$ cat src/rtl/ldpc_ber_counter.sv
// rtl/ldpc_ber_counter.sv - bit/block error counter for all-zero LDPC hard decisions
module ldpc_ber_counter #(
  parameter int DATA_WIDTH = 128,
  parameter int CNT_WIDTH  = 32
) (
  input  logic                  data_clk,
  input  logic                  data_resetn,
  input  logic                  data_en,
  input  logic                  data_sw_resetn,
  input  logic [DATA_WIDTH-1:0] data_last_mask,
  input  logic [DATA_WIDTH-1:0] s_axis_tdata,
  input  logic                  s_axis_tvalid,
  input  logic                  s_axis_tlast,
  output logic                  s_axis_tready,
  output logic [63:0]           data_finished_blocks,
  output logic [CNT_WIDTH-1:0]  data_bit_errors,
  output logic [CNT_WIDTH-1:0]  data_block_errors
);

  localparam int LANES = 4;
  localparam logic [CNT_WIDTH-1:0] CNT_MAX = '1;
  localparam logic [CNT_WIDTH-1:0] CNT_ONE = {{(CNT_WIDTH-1){1'b0}}, 1'b1};

  logic                  r_tready;
  logic                  w_accept;

  logic                  r_v1;
  logic                  r_last1;
  logic [DATA_WIDTH-1:0] r_d1;
  logic [127:0]          w_d1_ext;

  logic                  r_v2;
  logic                  r_last2;
  logic [5:0]            r_lane [LANES];
  logic [7:0]            w_lane_sum;

  logic                  r_v3;
  logic                  r_last3;
  logic [7:0]            r_c3;

  logic [63:0]           r_finished;
  logic [CNT_WIDTH-1:0]  r_bit_err;
  logic [CNT_WIDTH-1:0]  r_blk_err;
  logic [15:0]           r_blk_acc;
  logic [CNT_WIDTH:0]    w_bit_sum;
  logic [16:0]           w_acc_sum;

  function automatic logic [5:0] f_pop32(input logic [31:0] x);
    logic [5:0] n;
    n = '0;
    for (int i = 0; i < 32; i++) begin
      n = n + {5'b0, x[i]};
    end
    return n;
  endfunction

  assign w_accept   = s_axis_tvalid & r_tready;
  // Narrow widths zero-fill the upper lanes so they contribute nothing.
  assign w_d1_ext   = 128'(r_d1);
  assign w_lane_sum = {2'b00, r_lane[0]} + {2'b00, r_lane[1]}
                    + {2'b00, r_lane[2]} + {2'b00, r_lane[3]};
  assign w_bit_sum  = {1'b0, r_bit_err} + {{(CNT_WIDTH-7){1'b0}}, r_c3};
  assign w_acc_sum  = {1'b0, r_blk_acc} + {9'b0, r_c3};

  // Ready follows enable and the soft clear one cycle late.
  always_ff @(posedge data_clk or negedge data_resetn) begin
    if (!data_resetn) begin
      r_tready <= 1'b0;
    end else begin
      r_tready <= data_en & data_sw_resetn;
    end
  end

  // S1: capture the accepted beat, masking the last beat of a block.
  always_ff @(posedge data_clk or negedge data_resetn) begin
    if (!data_resetn) begin
      r_v1    <= 1'b0;
      r_last1 <= 1'b0;
      r_d1    <= '0;
    end else if (!data_sw_resetn) begin
      r_v1    <= 1'b0;
      r_last1 <= 1'b0;
    end else begin
      r_v1 <= w_accept;
      if (w_accept) begin
        r_last1 <= s_axis_tlast;
        r_d1    <= s_axis_tdata & (s_axis_tlast ? data_last_mask : {DATA_WIDTH{1'b1}});
      end
    end
  end

  // S2: per-lane popcounts of the 32-bit slices.
  always_ff @(posedge data_clk or negedge data_resetn) begin
    if (!data_resetn) begin
      r_v2    <= 1'b0;
      r_last2 <= 1'b0;
      for (int i = 0; i < LANES; i++) r_lane[i] <= '0;
    end else if (!data_sw_resetn) begin
      r_v2    <= 1'b0;
      r_last2 <= 1'b0;
    end else begin
      r_v2    <= r_v1;
      r_last2 <= r_last1;
      for (int i = 0; i < LANES; i++) r_lane[i] <= f_pop32(w_d1_ext[i*32 +: 32]);
    end
  end

  // S3: fold lane counts into the per-beat error count.
  always_ff @(posedge data_clk or negedge data_resetn) begin
    if (!data_resetn) begin
      r_v3    <= 1'b0;
      r_last3 <= 1'b0;
      r_c3    <= '0;
    end else if (!data_sw_resetn) begin
      r_v3    <= 1'b0;
      r_last3 <= 1'b0;
    end else begin
      r_v3    <= r_v2;
      r_last3 <= r_last2;
      r_c3    <= w_lane_sum;
    end
  end

  // Counter update; a soft clear beats a colliding S3 update.
  always_ff @(posedge data_clk or negedge data_resetn) begin
    if (!data_resetn) begin
      r_finished <= '0;
      r_bit_err  <= '0;
      r_blk_err  <= '0;
      r_blk_acc  <= '0;
    end else if (!data_sw_resetn) begin
      r_finished <= '0;
      r_bit_err  <= '0;
      r_blk_err  <= '0;
      r_blk_acc  <= '0;
    end else if (r_v3) begin
      r_bit_err <= w_bit_sum[CNT_WIDTH] ? CNT_MAX : w_bit_sum[CNT_WIDTH-1:0];
      if (r_last3) begin
        r_finished <= r_finished + 64'd1;
        if ((w_acc_sum != 17'd0) && (r_blk_err != CNT_MAX)) begin
          r_blk_err <= r_blk_err + CNT_ONE;
        end
        r_blk_acc <= '0;
      end else begin
        r_blk_acc <= w_acc_sum[16] ? 16'hFFFF : w_acc_sum[15:0];
      end
    end
  end

  assign s_axis_tready        = r_tready;
  assign data_finished_blocks = r_finished;
  assign data_bit_errors      = r_bit_err;
  assign data_block_errors    = r_blk_err;

endmodule

$ cat config.mk
export PLATFORM = sky130hd
export DESIGN_NAME = ldpc_ber_counter
export DESIGN_NICKNAME = d
export VERILOG_FILES = /design/src/rtl/ldpc_ber_counter.sv
export SDC_FILE = /design/constraint.sdc
export NUM_CORES = 1
export LEC_CHECK = 0
export ABC_AREA = 1
export BUFFER_PORTS_ARGS = -buffer_cell sky130_fd_sc_hd__buf_2
export CORE_MARGIN = 2
export CORE_UTILIZATION = 46
export DETAILED_ROUTE_END_ITERATION = 12
export GPL_TIMING_DRIVEN = 0
export MAX_ROUTING_LAYER = met4
export PLACE_DENSITY = 0.72
export SYNTH_ARGS = -nofsm -noshare
export SYNTH_HDL_FRONTEND = slang
export SYNTH_SLANG_ARGS = --single-unit
$ cat constraint.sdc
create_clock -name data_clk -period 6.8 [get_ports data_clk]
set_clock_uncertainty 0.05 [all_clocks]
set_input_delay 1.02 -clock data_clk [delete_from_list [all_inputs] [get_ports data_clk]]
set_output_delay 1.02 -clock data_clk [all_outputs]
set_load 0.05 [all_outputs]
; Yosys cells after proc, flatten, opt, wreduce, memory -nomap -nowiden
; Cells that the tools add are included.
[word_totals]
ff_bits = 311
in_bits = 262
out_inout_bits = 129
wordCells = 183
[classes]
add_sub_neg = 131
eq_ne = 5
mux = 22
bitwise = 3
n_reduce_logical = 5
[ops]
columns = operator, count
row1 = adder 6 x 1 -> 6 bit, 104
row2 = 2-to-1 mux 32 bit, 7
row3 = 2-to-1 mux 64 bit, 3
row4 = AND 128 bit, 1
row5 = 2-to-1 mux 128 bit, 1
row6 = "adder 64 x 1 -> 64 bit, second input constant", 1
row7 = 2-to-1 mux 16 bit, 4
row8 = adder 32 x 8 -> 33 bit, 1
row9 = "adder 32 x 1 -> 32 bit, second input constant", 1
row10 = "!= test 32 bit, second input constant", 1
row11 = adder 5 x 1 -> 6 bit, 4
row12 = adder 4 x 1 -> 5 bit, 4
row13 = adder 16 x 8 -> 17 bit, 1
row14 = nonzero test 17 bit, 1
row15 = adder 3 x 1 -> 4 bit, 4
row16 = adder 2 x 1 -> 3 bit, 4
row17 = adder 1 x 1 -> 2 bit, 4
row18 = adder 7 x 6 -> 8 bit, 1
row19 = adder 8 x 6 -> 8 bit, 1
row20 = "!= test 2 x 1 -> 1 bit, second input constant", 4
row21 = adder 6 x 6 -> 7 bit, 1
row22 = 2-to-1 mux 1 bit, 7
row23 = AND reduction 2 bit, 2
row24 = AND reduction 3 bit, 1
row25 = 2 further kinds, 3

; Logic depth before layout (Yosys ltp)
[logic_depth]
word_depth = 31
mapped_depth = 20

; Worst setup path before layout
; No wires, ideal clock.
[synth_path]
path_kind = register to register
startpoint = register r_d1[81]
endpoint = register r_lane[10] in the netlist's numbering
t_arrival_ns = 4.328
required_time_ns = 6.620
path_slack_ns = 2.292
path_stages_with_launch = 15
path_buffers = 0
path_cell_list = dfrtp_1 fa_1 inv_1 fa_1 fa_1 fa_1 fa_1 fa_1 inv_1 ha_1 fa_1 a21oi_1 o21bai_1 a22oi_1 o21ai_0
[synth_between]
elab_chain_len = 15
[synth_rtl]
columns = element, line_no
row1 = start: declaration, 29  ; logic [DATA_WIDTH-1:0] r_d1;
row2 = start signal: assignment, 87  ; r_d1 <= s_axis_tdata & (s_axis_tlast ? data_last_mask : {DATA_WIDTH{1'b1}});
row3 = adder 6 x 1 -> 6 bit (15 in series), 52  ; n = n + {5'b0, x[i]};
row4 = end: declaration, 34  ; logic [5:0] r_lane [LANES];
; Every way passes these cells.
; A chain may end at the register's enable or synchronous reset.

; Worst setup path in the final report
[layout_path]
startpoint = register r_d1[96]
endpoint = register r_lane[4] in the netlist's numbering
[layout_between]
elab_chain_len = 31
[layout_rtl]
columns = element, line_no
row1 = adder 1 x 1 -> 2 bit, 52
row2 = adder 2 x 1 -> 3 bit, 52
row3 = adder 3 x 1 -> 4 bit, 52
row4 = adder 4 x 1 -> 5 bit, 52
row5 = adder 5 x 1 -> 6 bit, 52
row6 = adder 6 x 1 -> 6 bit (26 in series), 52
; Every way passes these cells.

==> impl_metrics.env <==
export IMPL_status="completed"
export IMPL_hold_path_class="in -> async"
export IMPL_cts_hold_fix_buffers=0
export IMPL_critical_path_arrival_ps=5230
export IMPL_die_area_sq_um=45170
export IMPL_slew_viol_final=0
export IMPL_final_hold_violation_count=0
export IMPL_port_buffers=389
export IMPL_vias=18980
export IMPL_synth_cell_type_count=57
export IMPL_met3RoutedLength_mm=3.512
export IMPL_leakagePower_uw=0.01216
export IMPL_drcViolationCount=0
export IMPL_syn_avg_cell_area_sq_um=7.833
export IMPL_critPathRequiredTime_ps=7220
export IMPL_cp_cell_sequence="inv_1, fa_1, fa_1, fa_1, fa_1, fa_1, fa_1, inv_1, ha_1, inv_1, fa_1, inv_1, a21oi_1, o21bai_1, a22oi_1, o21ai_0"
export IMPL_yosysTopAreaCell="dfrtp_1"
export IMPL_clock_path_buffers=3
export IMPL_root_buffer="clkbuf_16"
export IMPL_finalSetupTns_ps=0
export IMPL_critPathKind="reg -> reg"
export IMPL_drive_above_1_share=0.1654
export IMPL_netlist_top_cells_area="dfrtp_1 (39%), nand2_1 (11%), fa_1 (11%)"
export IMPL_ys_seq_area_frac=0.3890
export IMPL_rr_startpoint="r_d1[96]$_DFFE_PN0P_"
export IMPL_grt_first_pass_wirelength_mm=100.0
export IMPL_layout_nets=3412
export IMPL_ios=391
export IMPL_slew_limit_headroom=0.3099
export IMPL_ant_nets=0
export IMPL_top_layer="met4"
export IMPL_drv_cap=0
export IMPL_first_iter_violations=1468
export IMPL_finalCritPeriodShare=0.7075
export IMPL_grt_max_degree=100
export IMPL_crit_path_start_kind="flop"
export IMPL_syn_num_nets=2979
export IMPL_wire_per_inst_um=17.47
export IMPL_postCtsSetupRepairBufs=0
export IMPL_synth_most_common_cell="nand2_1"
export IMPL_max_stage_delay_ps=600
export IMPL_core_sq_um=42980
export IMPL_critPathBufInv=4
export IMPL_antenna_found_initial=2
export IMPL_path_delay_family="adder cells"
export IMPL_track_usage=0.2929
export IMPL_setup_violations=0
export IMPL_rr_worst_depth=16
export IMPL_crit_top_cell="fa_1"
export IMPL_placed_cell_area_sq_um=22780
export IMPL_cts_made_buffers=39
export IMPL_yosys_warnings=0
export IMPL_ys_top_cells_by_count="nand2_1 (598), inv_1 (389), o21ai_0 (349)"
export IMPL_final_cells=3603
export IMPL_async_flop_share=1.000
export IMPL_drt_total_wl_mm=62.95
export IMPL_cp_max_fo=2
export IMPL_cts_sinks=311
export IMPL_final_cell_area_sq_um=24110
export IMPL_fp_dieW_um=212.5
export IMPL_rsz0062_at_grt="no"
export IMPL_fin_crit_ps=4811
export IMPL_ys_flop_type="dfrtp_1"
export IMPL_insertion_delay_ps=560
export IMPL_post_cts_resized=0
export IMPL_worst_pin_slew_ps=1024
export IMPL_cts_reportedPaths_clkPinSlew_ps=60
export IMPL_gp_congestion=0.9671
export IMPL_r2r_setup_slack_ps=1990
export IMPL_dr_pass1_iters=6
export IMPL_power_density_nw_per_um2=450.1
export IMPL_drt_met1_wl_mm=26.70
export IMPL_syn_area_sq_um=20010
export IMPL_syn_instance_count=2554
export IMPL_reg2reg_to="r_lane[4]$_DFFE_PN0P_"
export IMPL_synth_edff_count=0
export IMPL_yosys_register_bits=311
export IMPL_synth_top_area_share=0.3890
export IMPL_rows=76
export IMPL_dr_wl_met2_mm=30.61
export IMPL_grt_pass1_vias=18780
export IMPL_endpoint="r_lane[4]$_DFFE_PN0P_"
export IMPL_syn2layout_area_growth_pct=20.52
export IMPL_critPathLaunch="r_d1[96]$_DFFE_PN0P_"
export IMPL_start_util=0.4654
export IMPL_die_h_um=212.5
export IMPL_max_freq_mhz=207.9
export IMPL_cts_tree="yes"
export IMPL_endpoint_kind="flop"
export IMPL_cts_htree_levels=2
export IMPL_post_dp_hpwl_mm=50.03
export IMPL_cp_depth=16
export IMPL_placed_cells=3531
export IMPL_overflow=0
export IMPL_via_per_inst=5.267
export IMPL_irDropWorstVdd_mv=0.4310
export IMPL_critPathSlowestCell="fa_1"
-- per-layer routing --
layer  up-vias  GRT usage
met3       114    0.03959
met1      9106     0.3730
met2       647     0.4810
met4         0     0.1044
li1       9111          -
met5         -          -
-- power breakdown --
| group | internal [uW] | switching (uW) |
|---|---|---|
| logic | 2700 | 3690 |
| clock network | 1320 | 846 |
| registers | 2120 | 169 |
| total | 6150 | 4710 |
-- per-stage QoR --
step	util	setup WS (ps)	hold WS (ps)	power, uW
2_1_floorplan	-	2292	362.6	7138
3_3_place_gp	0.5278	-1355	369.0	8523
3_5_place_dp	0.5299	1993	383.4	8798
4_1_cts	0.5609	1996	330.2	11010
5_1_grt	0.5610	1761	355.2	12100
6_report	0.5610	1989	320.0	10850
-- worst register-to-register path: stages, from the launching register on --
cell and delay, ps:
dfrtp_1 390, inv_1 80, fa_1 600, fa_1 470, fa_1 490, fa_1 520
fa_1 540, fa_1 400, inv_1 60, ha_1 150, inv_1 60, fa_1 400
inv_1 70, a21oi_1 60, o21bai_1 180, a22oi_1 80, o21ai_0 120
-- state kept, by name, indices dropped and copies added, names as in the netlist --
| name | count |
|---|---|
| r_d1 | 128 |
| data_bit_errors | 32 |
| r_last2 | 1 |
| r_lane | 24 |
| r_last3 | 1 |
| data_block_errors | 32 |
| r_v2 | 1 |
| r_v3 | 1 |
| r_last1 | 1 |
| r_v1 | 1 |
| r_blk_acc | 16 |
| r_c3 | 8 |
| data_finished_blocks | 64 |
| s_axis_tready | 1 |
-- cell usage in the layout (no fill, tap or decap), types with 3 or more instances in the layout --
master,count
a21o_1,6
a21oi_1,88
a31oi_1,6
buf_1,5
buf_16,3
buf_2,396
buf_6,4
bufinv_16,4
clkbuf_1,76
clkbuf_16,40
clkbuf_8,8
clkinv_1,3
clkinv_2,6
dfrtp_1,311
fa_1,110
ha_1,53
inv_1,389
inv_2,5
nand2_1,598
nand2_2,4
nand2_4,3
nand3_1,124
nand3b_1,5
nand4_1,40
nor2_1,166
nor2_2,6
nor3_1,66
nor3b_1,5
nor4_1,24
o21a_1,6
o21ai_0,349
o21ai_1,25
o21bai_1,3
o22ai_1,5
o31ai_1,3
or2_2,4
xnor2_1,10
xor2_1,24
-- worst min path at each step --
stage	from	endpoint	slack (ps)	cells past startpoint
detailed placement	r_v1$_DFF_PN0_	r_v2$_DFF_PN0_	380	2
finish	data_resetn	data_finished_blocks[23]$_DFFE_PN0P_	320	1
global route	data_resetn	data_finished_blocks[23]$_DFFE_PN0P_	360	1
CTS	data_resetn	data_finished_blocks[23]$_DFFE_PN0P_	330	1
floorplan	r_last2$_DFF_PN0_	r_last3$_DFF_PN0_	360	2
global placement	r_v1$_DFF_PN0_	r_v2$_DFF_PN0_	370	2
-- final cells by class --
class                           instances  area (sq um)
Multi-Input combinational cell       1763         10380
Inverter                              397          1490
Clock inverter                         13         182.7
Buffer                                 83         351.6
Tap cell                              585         732.0
Clock buffer                           58          1149
Sequential cell                       311          7782
Antenna cell                            1         2.502
Timing Repair Buffer                  392          2039
Fill cell                            4133         18870
-- kinds of logic after synthesis --
family | synth area share
AOI/OAI and AO/OA | 0.1327
xor gates and xnor gates | 0.01488
adders and majority gates | 0.1432
buffers and inverters | 0.09206
DFF | 0.3890
and+or+nand+nor | 0.2282
Power figures use the tool's default switching activity.
